**config.mk**
```make
export PLATFORM = sky130hd
export DESIGN_NAME = udp_tx_arb
export DESIGN_NICKNAME = d
export VERILOG_FILES = /design/src/rtl/udp_tx_arb.sv
export SDC_FILE = /design/constraint.sdc
export NUM_CORES = 1
export LEC_CHECK = 0
export ABC_AREA = 1
export BUFFER_PORTS_ARGS = -buffer_cell sky130_fd_sc_hd__buf_2
export CAP_MARGIN = 10
export CORE_MARGIN = 2
export CORE_UTILIZATION = 25
export CTS_BUF_LIST = sky130_fd_sc_hd__clkbuf_16
export DETAILED_ROUTE_END_ITERATION = 8
export PLACE_DENSITY = 0.64
export RECOVER_POWER = 25
export SYNTH_ARGS = -nofsm -noshare
export SYNTH_HDL_FRONTEND = slang
export SYNTH_SLANG_ARGS = --single-unit
```
**constraint.sdc**
```tcl
create_clock -name clk -period 4.6 [get_ports clk]
set_clock_uncertainty 0.15 [all_clocks]
set_input_delay 0.92 -clock clk [delete_from_list [all_inputs] [get_ports clk]]
set_output_delay 0.92 -clock clk [all_outputs]
set_load 0.01 [all_outputs]
```
**src/rtl/udp_tx_arb.sv**
```systemverilog
//==============================================================================
// Module  : udp_tx_arb
// Purpose : Packet-atomic round-robin arbiter feeding the UDP header-prepend
//           payload input. Optional packet counters via UDP_TX_ARB_STATS_EN.
// Revision: 1.0 - initial release
//==============================================================================
`default_nettype none

module udp_tx_arb #(
  parameter int AXIS_DATA_WIDTH = 32,
  parameter int N_SRC           = 4,
  parameter int SEL_W           = $clog2(N_SRC),
  parameter int CNT_W           = 16
) (
  input  logic                               clk,
  input  logic                               rst,
  input  logic [N_SRC*AXIS_DATA_WIDTH-1:0]   s_axis_tdata,
  input  logic [N_SRC*AXIS_DATA_WIDTH/8-1:0] s_axis_tkeep,
  input  logic [N_SRC-1:0]                   s_axis_tvalid,
  output logic [N_SRC-1:0]                   s_axis_tready,
  input  logic [N_SRC-1:0]                   s_axis_tlast,
  output logic [AXIS_DATA_WIDTH-1:0]         m_axis_tdata,
  output logic [AXIS_DATA_WIDTH/8-1:0]       m_axis_tkeep,
  output logic                               m_axis_tvalid,
  input  logic                               m_axis_tready,
  output logic                               m_axis_tlast,
  output logic [SEL_W-1:0]                   m_axis_tid,
  output logic                               busy
`ifdef UDP_TX_ARB_STATS_EN
  ,
  input  logic                               stat_clr,
  output logic [N_SRC*CNT_W-1:0]             stat_pkt_cnt
`endif
);

  localparam int KEEP_W = AXIS_DATA_WIDTH / 8;

  typedef enum logic [0:0] {
    IDLE = 1'b0,
    BUSY = 1'b1
  } state_t;

  state_t           state_q, state_d;
  logic [SEL_W-1:0] grant_q, grant_d;
  logic [SEL_W-1:0] rr_ptr_q, rr_ptr_d;

  logic             req_any;
  logic [SEL_W-1:0] pick;
  logic [SEL_W:0]   cand;
  logic             pkt_done;
  int               sel_idx;

  assign sel_idx = int'(grant_q);

  // Descending scan so the last hit (smallest offset from rr_ptr) wins.
  always_comb begin
    req_any = 1'b0;
    pick    = rr_ptr_q;
    cand    = '0;
    for (int k = N_SRC - 1; k >= 0; k--) begin
      cand = {1'b0, rr_ptr_q} + (SEL_W+1)'(k);
      if (cand >= (SEL_W+1)'(N_SRC)) cand = cand - (SEL_W+1)'(N_SRC);
      if (s_axis_tvalid[cand[SEL_W-1:0]]) begin
        req_any = 1'b1;
        pick    = cand[SEL_W-1:0];
      end
    end
  end

  always_comb begin
    m_axis_tdata  = '0;
    m_axis_tkeep  = '0;
    m_axis_tvalid = 1'b0;
    m_axis_tlast  = 1'b0;
    m_axis_tid    = '0;
    s_axis_tready = '0;
    if (state_q == BUSY) begin
      m_axis_tdata           = s_axis_tdata[sel_idx*AXIS_DATA_WIDTH +: AXIS_DATA_WIDTH];
      m_axis_tkeep           = s_axis_tkeep[sel_idx*KEEP_W +: KEEP_W];
      m_axis_tvalid          = s_axis_tvalid[grant_q];
      m_axis_tlast           = s_axis_tlast[grant_q];
      m_axis_tid             = grant_q;
      s_axis_tready[grant_q] = m_axis_tready;
    end
  end

  assign busy     = (state_q == BUSY);
  assign pkt_done = m_axis_tvalid & m_axis_tready & m_axis_tlast;

  // The pointer moves only when a packet completes, never on grant.
  always_comb begin
    state_d  = state_q;
    grant_d  = grant_q;
    rr_ptr_d = rr_ptr_q;
    case (state_q)
      IDLE: begin
        if (req_any) begin
          state_d = BUSY;
          grant_d = pick;
        end
      end
      BUSY: begin
        if (pkt_done) begin
          state_d  = IDLE;
          rr_ptr_d = (grant_q == SEL_W'(N_SRC - 1)) ? '0 : grant_q + 1'b1;
        end
      end
      default: state_d = IDLE;
    endcase
  end

  always_ff @(posedge clk) begin
    if (rst) begin
      state_q  <= IDLE;
      grant_q  <= '0;
      rr_ptr_q <= '0;
    end else begin
      state_q  <= state_d;
      grant_q  <= grant_d;
      rr_ptr_q <= rr_ptr_d;
    end
  end

`ifdef UDP_TX_ARB_STATS_EN
  logic [CNT_W-1:0] pkt_cnt_q [N_SRC];
  logic [CNT_W-1:0] pkt_cnt_d [N_SRC];

  always_comb begin
    for (int i = 0; i < N_SRC; i++) begin
      pkt_cnt_d[i] = pkt_cnt_q[i];
    end
    if (stat_clr) begin
      for (int i = 0; i < N_SRC; i++) begin
        pkt_cnt_d[i] = '0;
      end
    end else if (pkt_done) begin
      pkt_cnt_d[grant_q] = pkt_cnt_q[grant_q] + 1'b1;
    end
  end

  always_ff @(posedge clk) begin
    if (rst) begin
      for (int i = 0; i < N_SRC; i++) begin
        pkt_cnt_q[i] <= '0;
      end
    end else begin
      for (int i = 0; i < N_SRC; i++) begin
        pkt_cnt_q[i] <= pkt_cnt_d[i];
      end
    end
  end

  for (genvar gi = 0; gi < N_SRC; gi++) begin : g_stat_pack
    assign stat_pkt_cnt[gi*CNT_W +: CNT_W] = pkt_cnt_q[gi];
  end
`endif

endmodule

`default_nettype wire

```
==> results.cfg <==
[synth]
synthTopCellsByArea = nor2_1, o21ai_0, a21oi_1
synthCells = 395
netlist_top_cells_count = nor2_1, o21ai_0, a21oi_1, nand2_1, inv_1
synth.top_cell.area_share_pct = 31.5
ys_types = 20
ys_warn_count = 0
syn-num-nets = 554
yosysSeqAreaShare_pct = 5.42
ys.flop_type = dfxtp_1
yosysMostFrequentCell = nor2_1
ys_seq_elements = 5
syn-cell-area_um2 = 1850
synth_area_leader_cell = nor2_1
async_flop_share_pct = 0
avgSynthCellArea_um2 = 4.68
synth_edf_count = 0

[die]
die_width_um = 90.0
die_y_um = 90.0
dieArea_um2 = 8090
core_um2 = 7210
rows = 31
start_util_pct = 25.6
io_pins = 200

[cells_and_area]
area_growth_pct = 57.1
final_cell_count_no_fill = 671
n_antenna_cell = 0
nets = 732
n_fill_cell = 814
drive_gt1_share_pct = 37.2

[placed_design]
gp_congestion = 0.855
placed_cells = 667
portBuffers = 199
dp_hpwl_mm = 5.78

[setup_path]
crit_end = m_axis_tvalid
r2r-start = grant_q[1]$_SDFFE_PP0P_
critPathArrivalTime_ns = 2.67
worstPathMaxFanout = 42
reg2reg_slack_ns = 1.76
crit_path_end_kind = primary output
worstSetupStartpoint = grant_q[1]$_SDFFE_PP0P_
cp.required_ns = 3.53
r2r-end = rr_ptr_q[1]$_SDFFE_PP0P_
crit_type = register to primary output
r2r_cells = 8
critPathLaunchType = register

[drt]
wl_per_cell_um = 11.6
vias_per_cell = 4.69
drtAntennaViolNets = 0
wl_mm = 7.76
vias = 3147
drcViolationCount = 0
firstDrtPassIters = 4
drtIter0Drc = 88

[clocking]
ctsResizeCount = 0
clk_latency_ns = 0.23
cts_tree = yes
cts_buffer_depth = 2
post-cts-setup-buffers = 0
numCtsBuffers = 3
htreeDepth = 1
cts_sinks = 5
ctsHoldBuffers = 0
clk_pin_slew_worst_paths_ns = 0.03
cts_root_buf = clkbuf_16

[timing]
tightest_slew_ns = 1.97
finalHoldViolCount = 0
slew_headroom_pct = -31.7
tns_ns = 0
setup_viol = 0
drv_slew = 43
max_clock_freq_mhz = 267
min_period_ns = 3.74
rsz0062_at_grt = false
finalCritPeriodShare_pct = 81.3

[run]
drv_cap = 1

[power_and_ir_drop]
peakVddDrop_v = 0.000125
power.leakage_nw = 1.64
p_per_area_nw_per_um2 = 227

[outcome]
outcome = complete, but fails checks
violations = capacitance limit, slew limit

[grt]
grt_pass1_vias = 2817
antenna_found_initial = 0
overflow = 0
grt_pass1_wl_mm = 12.3
grt_max_degree = 78
track_usage_pct = 17.6

[hold_path]
hp-class = register to register
-- worst min-delay path by stage --
stage / from / to / slack [ns] / cells past startpoint
floorplan: busy$_SDFF_PP0_ / busy$_SDFF_PP0_ / 0.39 / 2
global placement: busy$_SDFF_PP0_ / busy$_SDFF_PP0_ / 0.40 / 2
detailed placement: busy$_SDFF_PP0_ / busy$_SDFF_PP0_ / 0.41 / 2
CTS: busy$_SDFF_PP0_ / busy$_SDFF_PP0_ / 0.42 / 2
global route: busy$_SDFF_PP0_ / busy$_SDFF_PP0_ / 0.47 / 2
finish: busy$_SDFF_PP0_ / busy$_SDFF_PP0_ / 0.41 / 2
-- report_power, final --
part / leakage, nW / internal [mW] / total, mW / switching, mW
Combinational: 1.56 / 0.182 / 0.451 / 0.269
Sequential: 0.0415 / 0.0490 / 0.0681 / 0.0191
Clock: 0.0423 / 0.112 / 0.140 / 0.0278
Total: 1.64 / 0.344 / 0.659 / 0.316
-- final cells by class --
class	count	area [um^2]	share of cell area (%)
well taps	99	124	4.27
multi-input cells	337	1500	51.5
inverters	23	87.6	3.02
repair buffers	203	1010	35.0
clock inverters	1	3.75	0.129
clock buffers	3	75.1	2.59
flip-flops and latches	5	101	3.49
-- worst max-delay path, cell delays in order, from the launching register on --
cell and delay [ns]:
dfxtp_1 0.31, clkbuf_1 1.41, o211ai_1 0.23, nand2_1 0.15, nand2_1 0.05, inv_1 0.10
clkbuf_1 0.17
-- registers in the layout (all words and copies together), names as in the netlist --
signal and cells:
busy 1, rr_ptr_q 2, grant_q 2
-- layout by cell type, fill, tap and decap left out, drive strengths merged --
| cell type | netlist | final |
|---|---|---|
| o21ai | 76 | 76 |
| inv | 22 | 23 |
| a21oi | 42 | 42 |
| nand2 | 47 | 47 |
| nand3 | 9 | 9 |
| ha | 4 | 4 |
| nand4 | 2 | 2 |
| clkbuf | 12 | 9 |
| buf | 18 | 197 |
| clkinv | 1 | 1 |
| nor2 | 155 | 155 |
| a32oi | 1 | 1 |
| dfxtp | 5 | 5 |
| o211ai | 1 | 1 |
-- layer usage --
layer / part of all wire (%) / global-route usage [%]
met1: 43 / 20.8
met2: 49 / 33.5
met3: 8.2 / 2.60
met4: 0.49 / 3.97
met5: 0 / 0
-- through the flow --
step	power [mW]	hold slack [ns]	utilization (%)	instance area [um^2]	setup WS [ns]
final	0.659	0.413	40.2	2900	0.860
after global placement	0.518	0.405	39.4	2840	1.21
after detailed placement	0.523	0.414	39.4	2840	1.16
after global routing	0.731	0.467	40.2	2900	0.549
after floorplan	0.366	0.387	-	1850	2.11
after CTS	0.667	0.419	40.5	2920	0.913
-- logic make-up (layout without fill, tap and decap cells) --
logic type | Yosys count | count (layout) | synth area share (%)
AO/OA/AOI/OAI | 120 | 120 | 33.3
buffers and inverters | 53 | 230 | 13.2
AND/OR/NAND/NOR | 213 | 213 | 45.4
adder cells (fa/ha/maj) | 4 | 4 | 2.71
flip-flops | 5 | 5 | 5.42
(Power assumes the default switching activity.)
